`src/rtl/bcd_to_bin.sv`:
```
// bcd_to_bin: four BCD digits -> 12-bit binary via multiply-by-ten accumulation, one digit per clock, MSD first.
// Optional macro BCD2BIN_DIGIT_CHECK_EN flags digits > 9 (err=1, binary forced to 0); otherwise err is tied 0.
module bcd_to_bin (
  input  logic        clk,
  input  logic        reset_n,
  input  logic        start,
  input  logic [3:0]  tho,
  input  logic [3:0]  hun,
  input  logic [3:0]  ten,
  input  logic [3:0]  one,
  output logic [11:0] binary,
  output logic        done,
  output logic        busy,
  output logic        ovf,
  output logic        err
);

  typedef enum logic [1:0] {S_IDLE = 2'd0, S_CONV = 2'd1, S_DONE = 2'd2} state_t;

  state_t      r_state;
  state_t      w_next_state;
  logic [15:0] r_digits;
  logic [13:0] r_acc;
  logic [1:0]  r_cnt;
  logic [11:0] r_binary;
  logic        r_ovf;
  logic        w_load;
  logic        w_last;
  logic [3:0]  w_digit;
  logic [14:0] w_acc_ext;
  logic [14:0] w_acc_next;
  logic [11:0] w_res_bin;
  logic        w_res_ovf;

`ifdef BCD2BIN_DIGIT_CHECK_EN
  logic r_bad;
  logic r_err;
  logic w_bad;
  assign w_bad = (tho > 4'd9) || (hun > 4'd9) || (ten > 4'd9) || (one > 4'd9);
  assign err   = r_err;
`else
  assign err   = 1'b0;
`endif

  assign w_load = start && ((r_state == S_IDLE) || (r_state == S_DONE));
  assign w_last = (r_state == S_CONV) && (r_cnt == 2'd3);

  always_comb begin
    w_digit = 4'd0;
    case (r_cnt)
      2'd0:    w_digit = r_digits[15:12];
      2'd1:    w_digit = r_digits[11:8];
      2'd2:    w_digit = r_digits[7:4];
      default: w_digit = r_digits[3:0];
    endcase
  end

  // One spare bit so raw 15s on the final step cannot wrap before the saturation compare.
  assign w_acc_ext  = {1'b0, r_acc};
  assign w_acc_next = (w_acc_ext << 3) + (w_acc_ext << 1) + {11'd0, w_digit};

  always_comb begin
    w_res_ovf = (w_acc_next > 15'd4095);
    w_res_bin = w_res_ovf ? 12'hFFF : w_acc_next[11:0];
`ifdef BCD2BIN_DIGIT_CHECK_EN
    if (r_bad) begin
      w_res_ovf = 1'b0;
      w_res_bin = 12'd0;
    end
`endif
  end

  always_ff @(posedge clk or negedge reset_n) begin
    if (!reset_n) r_state <= S_IDLE;
    else          r_state <= w_next_state;
  end

  always_comb begin
    w_next_state = r_state;
    case (r_state)
      S_IDLE:  w_next_state = start ? S_CONV : S_IDLE;
      S_CONV:  w_next_state = (r_cnt == 2'd3) ? S_DONE : S_CONV;
      S_DONE:  w_next_state = start ? S_CONV : S_IDLE;
      default: w_next_state = S_IDLE;
    endcase
  end

  always_comb begin
    busy = 1'b0;
    done = 1'b0;
    case (r_state)
      S_CONV:  busy = 1'b1;
      S_DONE:  done = 1'b1;
      default: ;
    endcase
  end

  always_ff @(posedge clk or negedge reset_n) begin
    if (!reset_n) begin
      r_digits <= 16'd0;
      r_acc    <= 14'd0;
      r_cnt    <= 2'd0;
      r_binary <= 12'd0;
      r_ovf    <= 1'b0;
`ifdef BCD2BIN_DIGIT_CHECK_EN
      r_bad    <= 1'b0;
      r_err    <= 1'b0;
`endif
    end else begin
      if (w_load) begin
        r_digits <= {tho, hun, ten, one};
        r_acc    <= 14'd0;
        r_cnt    <= 2'd0;
`ifdef BCD2BIN_DIGIT_CHECK_EN
        r_bad    <= w_bad;
`endif
      end else if (r_state == S_CONV) begin
        r_acc <= w_acc_next[13:0];
        r_cnt <= r_cnt + 2'd1;
      end
      if (w_last) begin
        r_binary <= w_res_bin;
        r_ovf    <= w_res_ovf;
`ifdef BCD2BIN_DIGIT_CHECK_EN
        r_err    <= r_bad;
`endif
      end
    end
  end

  assign binary = r_binary;
  assign ovf    = r_ovf;

endmodule

```
`config.mk`:
```
export PLATFORM = sky130hd
export DESIGN_NAME = bcd_to_bin
export DESIGN_NICKNAME = d
export VERILOG_FILES = /design/src/rtl/bcd_to_bin.sv
export SDC_FILE = /design/constraint.sdc
export NUM_CORES = 1
export LEC_CHECK = 0
export CORE_MARGIN = 4
export CORE_UTILIZATION = 50
export CTS_CLUSTER_SIZE = 28
export DETAILED_ROUTE_END_ITERATION = 10
export GPL_TIMING_DRIVEN = 0
export PLACE_DENSITY = 0.72
export SLEW_MARGIN = 15
export SYNTH_ARGS = -nofsm -noshare
export SYNTH_HDL_FRONTEND = slang
export SYNTH_SLANG_ARGS = --single-unit
```
`constraint.sdc`:
```
create_clock -name clk -period 8.66 [get_ports clk]
set_input_delay 0.866 -clock clk [delete_from_list [all_inputs] [get_ports clk]]
set_output_delay 0.866 -clock clk [all_outputs]
set_load 0.02 [all_outputs]
```
==> results.sh, run 1 <==
export IMPL_hold_class="flop to flop"
export IMPL_num_vias=1858
export IMPL_synthCells=220
export IMPL_die_h_um=80.51
export IMPL_synth_edff_count=0
export IMPL_ctsResizeCount=0
export IMPL_max_freq_mhz=258.2
export IMPL_grt_max_degree=26
export IMPL_finalSetupViolCount=0
export IMPL_synth_seq_area_share_pct=44.74
export IMPL_grt_antenna_before_repair=0
export IMPL_crit_required_ns=8.85
export IMPL_critPathCaptureType="flop"
export IMPL_drc_errors=0
export IMPL_slowest_delay_ns=0.44
export IMPL_dr_pass1_iters=5
export IMPL_io_pins=35
export IMPL_clkTransAtPathRegs_ns=0.09
export IMPL_worst_slew_pin_slew_ns=0.6164
export IMPL_critPathKind="flop to flop"
export IMPL_cts_buffer_depth=2
export IMPL_start_util_pct=51.47
export IMPL_drt_iter0_drc=112
export IMPL_power_density_mw_per_mm2=451.2
export IMPL_die_w_um=80.51
export IMPL_cts_setup_buffers=0
export IMPL_cts_sinks=47
export IMPL_routed_wl_um=5252
export IMPL_die_area_mm2=0.006482
export IMPL_fin_skew_ns=0.007298
export IMPL_drtAntennaViolNets=0
export IMPL_worstSetupStartpointType="flop"
export IMPL_drv_slew=0
export IMPL_finalNetCount=310
export IMPL_viasPerCell=5.596
export IMPL_async_reset_ff_share_pct=100.0
export IMPL_cp_max_fo=10
export IMPL_crit_top_cell="ha_1"
export IMPL_layout_drive_gt1_share_pct=14.12
export IMPL_mostFrequentLayoutCell="dfrtp_1"
export IMPL_cts_hold_buf=0
export IMPL_dp_hpwl_um=4028
export IMPL_rsz0062_at_grt="false"
export IMPL_num_antenna_cells=0
export IMPL_rows=26
export IMPL_grt_use_total_pct=18.23
export IMPL_timing_hold_violations_final=0
export IMPL_h_tree_depth=2
export IMPL_status="completed"
export IMPL_final_cell_mix="dfrtp_1 (47), clkdlybuf4s50_1 (32), ha_1 (28)"
export IMPL_yosys_cell_types_count=46
export IMPL_crit_chain="inv_1 -> ha_1 -> a222oi_1 -> mux2i_1 -> ha_1 -> ha_1 -> fa_1 -> a21oi_2 -> o211ai_2 -> a311o_1 -> a21boi_2 -> o211ai_2 -> buf_6 -> o22a_1"
export IMPL_cts_buffers=5
export IMPL_leakage_nw=1.441
export IMPL_root_buffer="clkbuf_8"
export IMPL_grt_pass1_vias=1798
export IMPL_ys_ff_latch=47
export IMPL_netlist_area_mm2=0.002629
export IMPL_ir_drop_mv=0.2119
export IMPL_finalSetupTns_ns=0
export IMPL_clock_latency_ns=0.30
export IMPL_utilization_pct=62.20
export IMPL_finalCritPeriodShare_pct=44.73
export IMPL_grt_pass1_wl_um=8949
export IMPL_finalCriticalPeriod_ns=3.873
export IMPL_grt_overflow=0
export IMPL_synth_nets=269
export IMPL_cts_tree="done"
export IMPL_ys_warn_count=0
export IMPL_wl_per_cell_um=15.82
export IMPL_place_gp_congestion=0.8295
export IMPL_coreArea_mm2=0.005107
export IMPL_final_cell_area_mm2=0.003177
export IMPL_max_slew_margin_pct=58.75
export IMPL_avgSynthCellArea_um2=11.95
export IMPL_io_buffers=33
export IMPL_place_area_mm2=0.003062
export IMPL_synth_ff_type="dfrtp_1"
export IMPL_areaGrowthSynthToFinish_pct=20.85
export IMPL_arrival_ns=4.07
export IMPL_critPathSlowestCell="fa_1"
export IMPL_drv_cap=0
-- through the flow --
step	setup WS (ns)	power (W)	hold WS, ns	instances
global placement	4.810	0.001251	0.4733	323
detailed placement	4.824	0.001272	0.4794	324
global route	4.554	0.001571	0.5384	332
CTS	4.770	0.001445	0.5019	332
floorplan	5.280	0.001064	0.4696	220
finish	4.787	0.001434	0.4955	332
-- per-layer routing --
| layer | part of all wire [%] | vias to the layer above | track usage (%) |
|---|---|---|---|
| met5 | 0 | - | 0 |
| met2 | 48 | 37 | 29.14 |
| met3 | 3.9 | 9 | 5.045 |
| met1 | 47 | 908 | 24.59 |
| met4 | 1.3 | 0 | 4.223 |
| li1 | - | 904 | - |
-- final timing paths --
| kind | startpoint | to | slack [ns] | depth (start not counted) |
|---|---|---|---|---|
| max in group asynchronous | reset_n | binary[7]$_DFFE_PN0P_ | 7.61 | 2 |
| max | r_cnt[0]$_DFFE_PN0P_ | binary[7]$_DFFE_PN0P_ | 4.79 | 14 |
| max reg2reg | r_cnt[0]$_DFFE_PN0P_ | binary[7]$_DFFE_PN0P_ | 4.79 | 14 |
| min reg2reg | ovf$_DFFE_PN0P_ | ovf$_DFFE_PN0P_ | 0.50 | 1 |
| min | ovf$_DFFE_PN0P_ | ovf$_DFFE_PN0P_ | 0.50 | 1 |
| min in group asynchronous | reset_n | r_digits[8]$_DFFE_PN0P_ | 0.54 | 1 |
-- where the power goes --
part / switching, W / internal, W
clock network: 0.0000785 / 0.0000870
logic: 0.000478 / 0.000411
registers: 0.0000627 / 0.000317
-- sequential cells by signal (all words and copies together), names as in the netlist --
name and flops:
r_state 2, binary 12, r_cnt 2, ovf 1
r_acc 14, r_digits 16
-- area by class of cell --
class | count | area (um^2)
fill | 439 | 1931
timing repair buffer | 34 | 345.3
clock buffer | 5 | 68.82
tap | 70 | 87.58
inverter | 15 | 56.30
multi-input combinational | 150 | 1354
clock inverter | 3 | 46.29
buffer | 8 | 42.54
sequential | 47 | 1176
-- worst max-delay path, delay by kind of cell, from the launching register on --
family / cells / cell delay (ns)
multiplexers: 1 / 0.16
AO/OA/AOI/OAI: 7 / 1.65
buffers and inverters: 2 / 0.29
flip-flops: 1 / 0.42
adder cells (fa/ha/maj): 4 / 1.25
-- cells by family (layout without fill, tap and decap cells) --
kind of cell    count (synthesis)  in the layout  synth area share [%]
other cells                     1              1                0.1427
compound gates                 68             68                 21.51
buf+inv                        23             65                 3.760
xor+xnor                       10             10                 3.332
mux                            17             17                 7.139
simple gates                   24             24                 4.522
flops                          47             47                 44.74
fa+ha+maj                      30             30                 14.85
-- synthesized netlist by cell type (3+ instances only) --
master | count | area share (%)
a22o_1 | 13 | 4.3
inv_1 | 13 | 1.9
a222oi_1 | 4 | 1.5
clkbuf_1 | 3 | 0.43
xor2_1 | 4 | 1.3
mux2_2 | 14 | 6.0
a21oi_1 | 5 | 0.95
o22a_1 | 12 | 4.0
mux2i_1 | 3 | 1.1
o21bai_1 | 4 | 1.1
and3_1 | 3 | 0.71
o21ai_0 | 7 | 1.3
nor2_1 | 4 | 0.57
dfrtp_1 | 47 | 45
xnor2_1 | 6 | 2.0
nand2_1 | 8 | 1.1
ha_1 | 28 | 13
nand3_1 | 3 | 0.57
(Power assumes the default switching activity.)
==> run 2: changes to the inputs <==
Clock period 8.66 ns to 3.9 ns, I/O delays scaled along.
==> results.sh, run 2 (synthesized netlist as in run 1, its figures left out) <==
export IMPL_fill_cells=431
export IMPL_cts_sinks=47
export IMPL_ir_drop_mv=0.4971
export IMPL_clkTransAtPathRegs_ns=0.09
export IMPL_leakage_nw=1.457
export IMPL_viasPerCell=5.595
export IMPL_io_pins=35
export IMPL_areaGrowthSynthToFinish_pct=23.08
export IMPL_status="completed"
export IMPL_mostFrequentLayoutCell="dfrtp_1"
export IMPL_combinationalPowerShare_pct=63.3
export IMPL_critPathKind="flop to flop"
export IMPL_rrSetupSlack_ns=0.19
export IMPL_critPathCaptureType="flop"
export IMPL_dp_hpwl_um=4028
export IMPL_finalCritPeriodShare_pct=95.09
export IMPL_power_density_mw_per_mm2=1021
export IMPL_reg2reg_from="r_cnt[0]$_DFFE_PN0P_"
export IMPL_drv_cap=0
export IMPL_drc_errors=0
export IMPL_rows=26
export IMPL_utilization_pct=63.35
export IMPL_grt_antenna_before_repair=0
export IMPL_seq_power_share_pct=25.5
export IMPL_fin_skew_ns=0.008022
export IMPL_io_buffers=33
export IMPL_max_freq_mhz=269.7
export IMPL_drt_iter0_drc=130
export IMPL_p_int_w=0.001877
export IMPL_arrival_ns=3.90
export IMPL_cts_tree="done"
export IMPL_place_gp_congestion=0.8295
export IMPL_finalSetupTns_ns=0
export IMPL_die_h_um=80.51
export IMPL_cts_buffer_depth=2
export IMPL_regMostFlops="r_digits"
export IMPL_h_tree_depth=2
export IMPL_grt_pass1_vias=1798
export IMPL_p_clk_share_pct=11.2
export IMPL_num_vias=1880
export IMPL_final_cell_mix="dfrtp_1 (47), clkdlybuf4s50_1 (32), ha_1 (28)"
export IMPL_drv_slew=0
export IMPL_worstReg2RegEnd="binary[7]$_DFFE_PN0P_"
export IMPL_setup_ws_ns=0.1917
export IMPL_grt_pass1_wl_um=8949
export IMPL_multi_input_area_mm2=0.001383
export IMPL_worstSetupStartpointType="flop"
export IMPL_finalCriticalPeriod_ns=3.708
export IMPL_switching_share_pct=43.19
export IMPL_cts_buffers=5
export IMPL_crit_required_ns=4.10
export IMPL_grt_overflow=0
export IMPL_clock_latency_ns=0.31
export IMPL_place_ws_ns=0.06368
export IMPL_die_area_mm2=0.006482
export IMPL_routed_wl_um=5336
export IMPL_dr_pass1_iters=4
export IMPL_r2r_cells=15
export IMPL_coreArea_mm2=0.005107
export IMPL_num_antenna_cells=0
export IMPL_p_switching_w=0.001427
export IMPL_finalSetupViolCount=0
export IMPL_layout_drive_gt1_share_pct=16.92
export IMPL_grt_max_degree=26
export IMPL_timing_hold_violations_final=0
export IMPL_worst_slew_pin_slew_ns=0.6346
export IMPL_max_slew_margin_pct=57.54
export IMPL_grt_use_total_pct=18.23
export IMPL_start_util_pct=51.47
export IMPL_wl_per_cell_um=15.88
export IMPL_die_w_um=80.51
export IMPL_root_buffer="clkbuf_8"
export IMPL_cp_max_fo=10
export IMPL_finalNetCount=314
export IMPL_largest_register_ffs=16
export IMPL_hold_class="input port to asynchronous set/reset pin"
export IMPL_worst_hold_slack_ns=0.05932
export IMPL_regArea_mm2=0.001176
export IMPL_drtAntennaViolNets=0
-- run 2: layer usage --
metal	up-vias	GRT usage [%]	wire (um)
li1	914	-	-
met1	922	24.59	2481
met2	36	29.14	2583
met3	8	5.045	208
met4	0	4.223	63
met5	-	0	0
-- run 2: how the worst max path moves through the flow --
stage	cells past startpoint	endpoint	start	slack (ns)
after floorplan	14	binary[10]$_DFFE_PN0P_	r_cnt[0]$_DFFE_PN0P_	0.52
after global placement	14	binary[4]$_DFFE_PN0P_	r_cnt[0]$_DFFE_PN0P_	0.05
after detailed placement	14	binary[4]$_DFFE_PN0P_	r_cnt[0]$_DFFE_PN0P_	0.06
after CTS	14	binary[7]$_DFFE_PN0P_	r_cnt[0]$_DFFE_PN0P_	0.01
after global routing	15	binary[6]$_DFFE_PN0P_	r_cnt[0]$_DFFE_PN0P_	-0.03
final	15	binary[7]$_DFFE_PN0P_	r_cnt[0]$_DFFE_PN0P_	0.19
-- run 2: layout make-up --
cell class	count	share of cell area, %
multi-input combinational	150	42.73
tap	70	2.707
sequential	47	36.35
clock buffer	5	2.127
buffer	8	1.315
timing repair buffer	38	11.60
inverter	15	1.740
clock inverter	3	1.431
-- run 2: worst max-delay path: stages (launching register included) --
cell and delay [ns]:
dfrtp_1 0.41, inv_1 0.08, ha_1 0.25, a222oi_1 0.38, nand2_1 0.11, o21ai_2 0.08
fa_1 0.44, inv_2 0.09, ha_1 0.25, a211oi_2 0.30, nor3_2 0.11, a2111oi_4 0.36
o21a_1 0.21, o211ai_2 0.17, buf_6 0.19, o22a_1 0.16
-- run 2: metrics by stage --
stage	power [W]	instances	area (um^2)
final	0.003305	336	3236
after global routing	0.003609	336	3236
after CTS	0.003208	332	3177
after detailed placement	0.002824	324	3062
after global placement	0.002778	323	3047
after floorplan	0.002362	220	2629
-- run 2: power groups by stage --
stage	Sequential, W	Combinational [W]	Clock [W]
CTS	0.000844	0.00199	0.000378
global route	0.000871	0.00234	0.000400
detailed placement	0.000852	0.00197	0
global placement	0.000851	0.00193	0
floorplan	0.000845	0.00152	0
finish	0.000844	0.00209	0.000369
-- run 2: what timing repair did --
action | CTS | global route
buffers inserted | 0 | 4
setup endpoints to repair | 0 | 13
gates resized for setup | 0 | 7
hold buffers | 0 | 0
==> run 3: changes to the inputs <==
Settings changed: CORE_MARGIN 4 to 10, HOLD_SLACK_MARGIN from default to 0.1.
==> results.sh, run 3 (synthesized netlist as in run 1, its figures left out) <==
export IMPL_power_density_mw_per_mm2=1010
export IMPL_place_ws_ns=0.02605
export IMPL_drv_slew=0
export IMPL_grt_antenna_before_repair=0
export IMPL_mostFrequentLayoutCell="dfrtp_1"
export IMPL_finalNetCount=318
export IMPL_grt_max_degree=31
export IMPL_cts_sinks=47
export IMPL_wl_met1_um=2569
export IMPL_grt_pass1_wl_um=9363
export IMPL_root_buffer="clkbuf_8"
export IMPL_cts_buffers=5
export IMPL_leakage_nw=1.474
export IMPL_setup_ws_ns=0.1859
export IMPL_critPathKind="flop to flop"
export IMPL_die_w_um=92.51
export IMPL_worst_slew_pin_slew_ns=0.6495
export IMPL_cp_top_family="compound AO/OA/AOI/OAI gates"
export IMPL_grt_overflow=0
export IMPL_dp_cells=324
export IMPL_slowest_delay_ns=0.40
export IMPL_critPathSlowestCell="a222oi_1"
export IMPL_num_antenna_cells=0
export IMPL_h_tree_depth=2
export IMPL_largest_register_ffs=16
export IMPL_clkTransAtPathRegs_ns=0.09
export IMPL_finalSetupTns_ns=0
export IMPL_dp_hpwl_um=4264
export IMPL_grt_pass1_vias=1919
export IMPL_io_buffers=33
export IMPL_finalCritPeriodShare_pct=95.23
export IMPL_drv_cap=0
export IMPL_worstSetupStartpointType="flop"
export IMPL_timing_hold_violations_final=0
export IMPL_grt_use_total_pct=13.57
export IMPL_critPathCaptureType="flop"
export IMPL_final_cell_mix="dfrtp_1 (47), clkdlybuf4s50_1 (32), ha_1 (26)"
export IMPL_fin_skew_ns=0.009552
export IMPL_layout_drive_gt1_share_pct=18.52
export IMPL_status="completed"
export IMPL_die_h_um=92.51
export IMPL_crit_required_ns=4.11
export IMPL_io_pins=35
export IMPL_regMostFlops="r_digits"
export IMPL_met3_length_um=302
export IMPL_areaGrowthSynthToFinish_pct=24.75
export IMPL_start_util_pct=51.47
export IMPL_finalCriticalPeriod_ns=3.714
export IMPL_ir_drop_mv=0.5569
export IMPL_wl_per_cell_um=16.74
export IMPL_coreArea_mm2=0.005107
export IMPL_dr_pass1_iters=5
export IMPL_drtAntennaViolNets=0
export IMPL_crit_chain="inv_1 -> ha_1 -> a222oi_1 -> mux2i_1 -> ha_1 -> ha_1 -> fa_2 -> a21oi_4 -> o211ai_4 -> a311o_1 -> a21boi_2 -> o211ai_2 -> buf_4 -> o22a_1"
export IMPL_routed_wl_um=5690
export IMPL_crit_top_cell="ha_1"
export IMPL_hold_class="flop to flop"
export IMPL_fin_cells=340
export IMPL_clock_latency_ns=0.31
export IMPL_max_freq_mhz=269.2
export IMPL_cp_max_fo=5
export IMPL_viasPerCell=5.653
export IMPL_place_gp_congestion=0.7867
export IMPL_arrival_ns=3.92
export IMPL_drc_errors=0
export IMPL_cts_buffer_depth=2
export IMPL_rows=26
export IMPL_top_layer="met4"
export IMPL_cts_tree="done"
export IMPL_path_buf_inv=2
export IMPL_max_slew_margin_pct=56.54
export IMPL_finalSetupViolCount=0
export IMPL_die_area_mm2=0.008558
export IMPL_drt_iter0_drc=90
export IMPL_num_vias=1922
export IMPL_routed_wl_met2_um=2691
run 3: final timing paths:
| check | startpoint | to | slack, ns | cells after the start |
|---|---|---|---|---|
| worst max-delay path | r_cnt[1]$_DFFE_PN0P_ | binary[2]$_DFFE_PN0P_ | 0.19 | 14 |
| worst min-delay path | ovf$_DFFE_PN0P_ | ovf$_DFFE_PN0P_ | 0.49 | 1 |
| worst max register to register | r_cnt[1]$_DFFE_PN0P_ | binary[2]$_DFFE_PN0P_ | 0.19 | 14 |
| worst min register to register | ovf$_DFFE_PN0P_ | ovf$_DFFE_PN0P_ | 0.49 | 1 |
| max in group asynchronous | reset_n | r_acc[3]$_DFFE_PN0P_ | 2.86 | 3 |
| min in group asynchronous | reset_n | binary[0]$_DFFE_PN0P_ | 0.54 | 2 |
run 3: area by class of cell:
class	instances	area [um^2]
fill	412	1828
multi-input combinational	150	1386
sequential	47	1176
timing repair buffer	42	411.6
tap	70	87.58
clock buffer	5	68.82
inverter	15	60.06
clock inverter	3	46.29
buffer	8	42.54
run 3: report_power, final:
part	total, W	switching, W	internal [W]
clock network	0.000373	0.000179	0.000193
logic	0.00210	0.00112	0.000981
registers	0.000844	0.000141	0.000703
run 3: what timing repair did:
| item | in CTS | in global routing |
|---|---|---|
| hold endpoints to repair | 17 | 0 |
| setup endpoints to repair | 9 | 13 |
| cloned | 0 | 1 |
| buffers inserted | 1 | 5 |
| pin swaps | 1 | 11 |
| resized for setup | 0 | 12 |
| hold buffers | 1 | 0 |
run 3: per-layer routing:
metal	GRT usage (%)	vias up
met3	3.874	11
met5	0	-
met1	16.84	948
li1	-	920
met4	4.884	0
met2	22.00	43
run 3: stage by stage:
stage                     cell area [um^2]  total power [W]  hold slack [ns]  util, %
final                                 3279         0.003314           0.4937    64.21
after global routing                  3279         0.003616           0.5305    64.21
after CTS                             3194         0.003224           0.5011    62.54
after detailed placement              3062         0.002833           0.3520    59.95
after global placement                3047         0.002780           0.4731    59.65
after floorplan                       2629         0.002362          0.09441        -
run 3: worst register-to-register path, delay by kind of cell (launching register included):
kind / cells / cell delay (ns)
compound gates: 7 / 1.63
flops: 1 / 0.39
buf+inv: 2 / 0.27
fa+ha+maj: 4 / 1.17
mux: 1 / 0.15
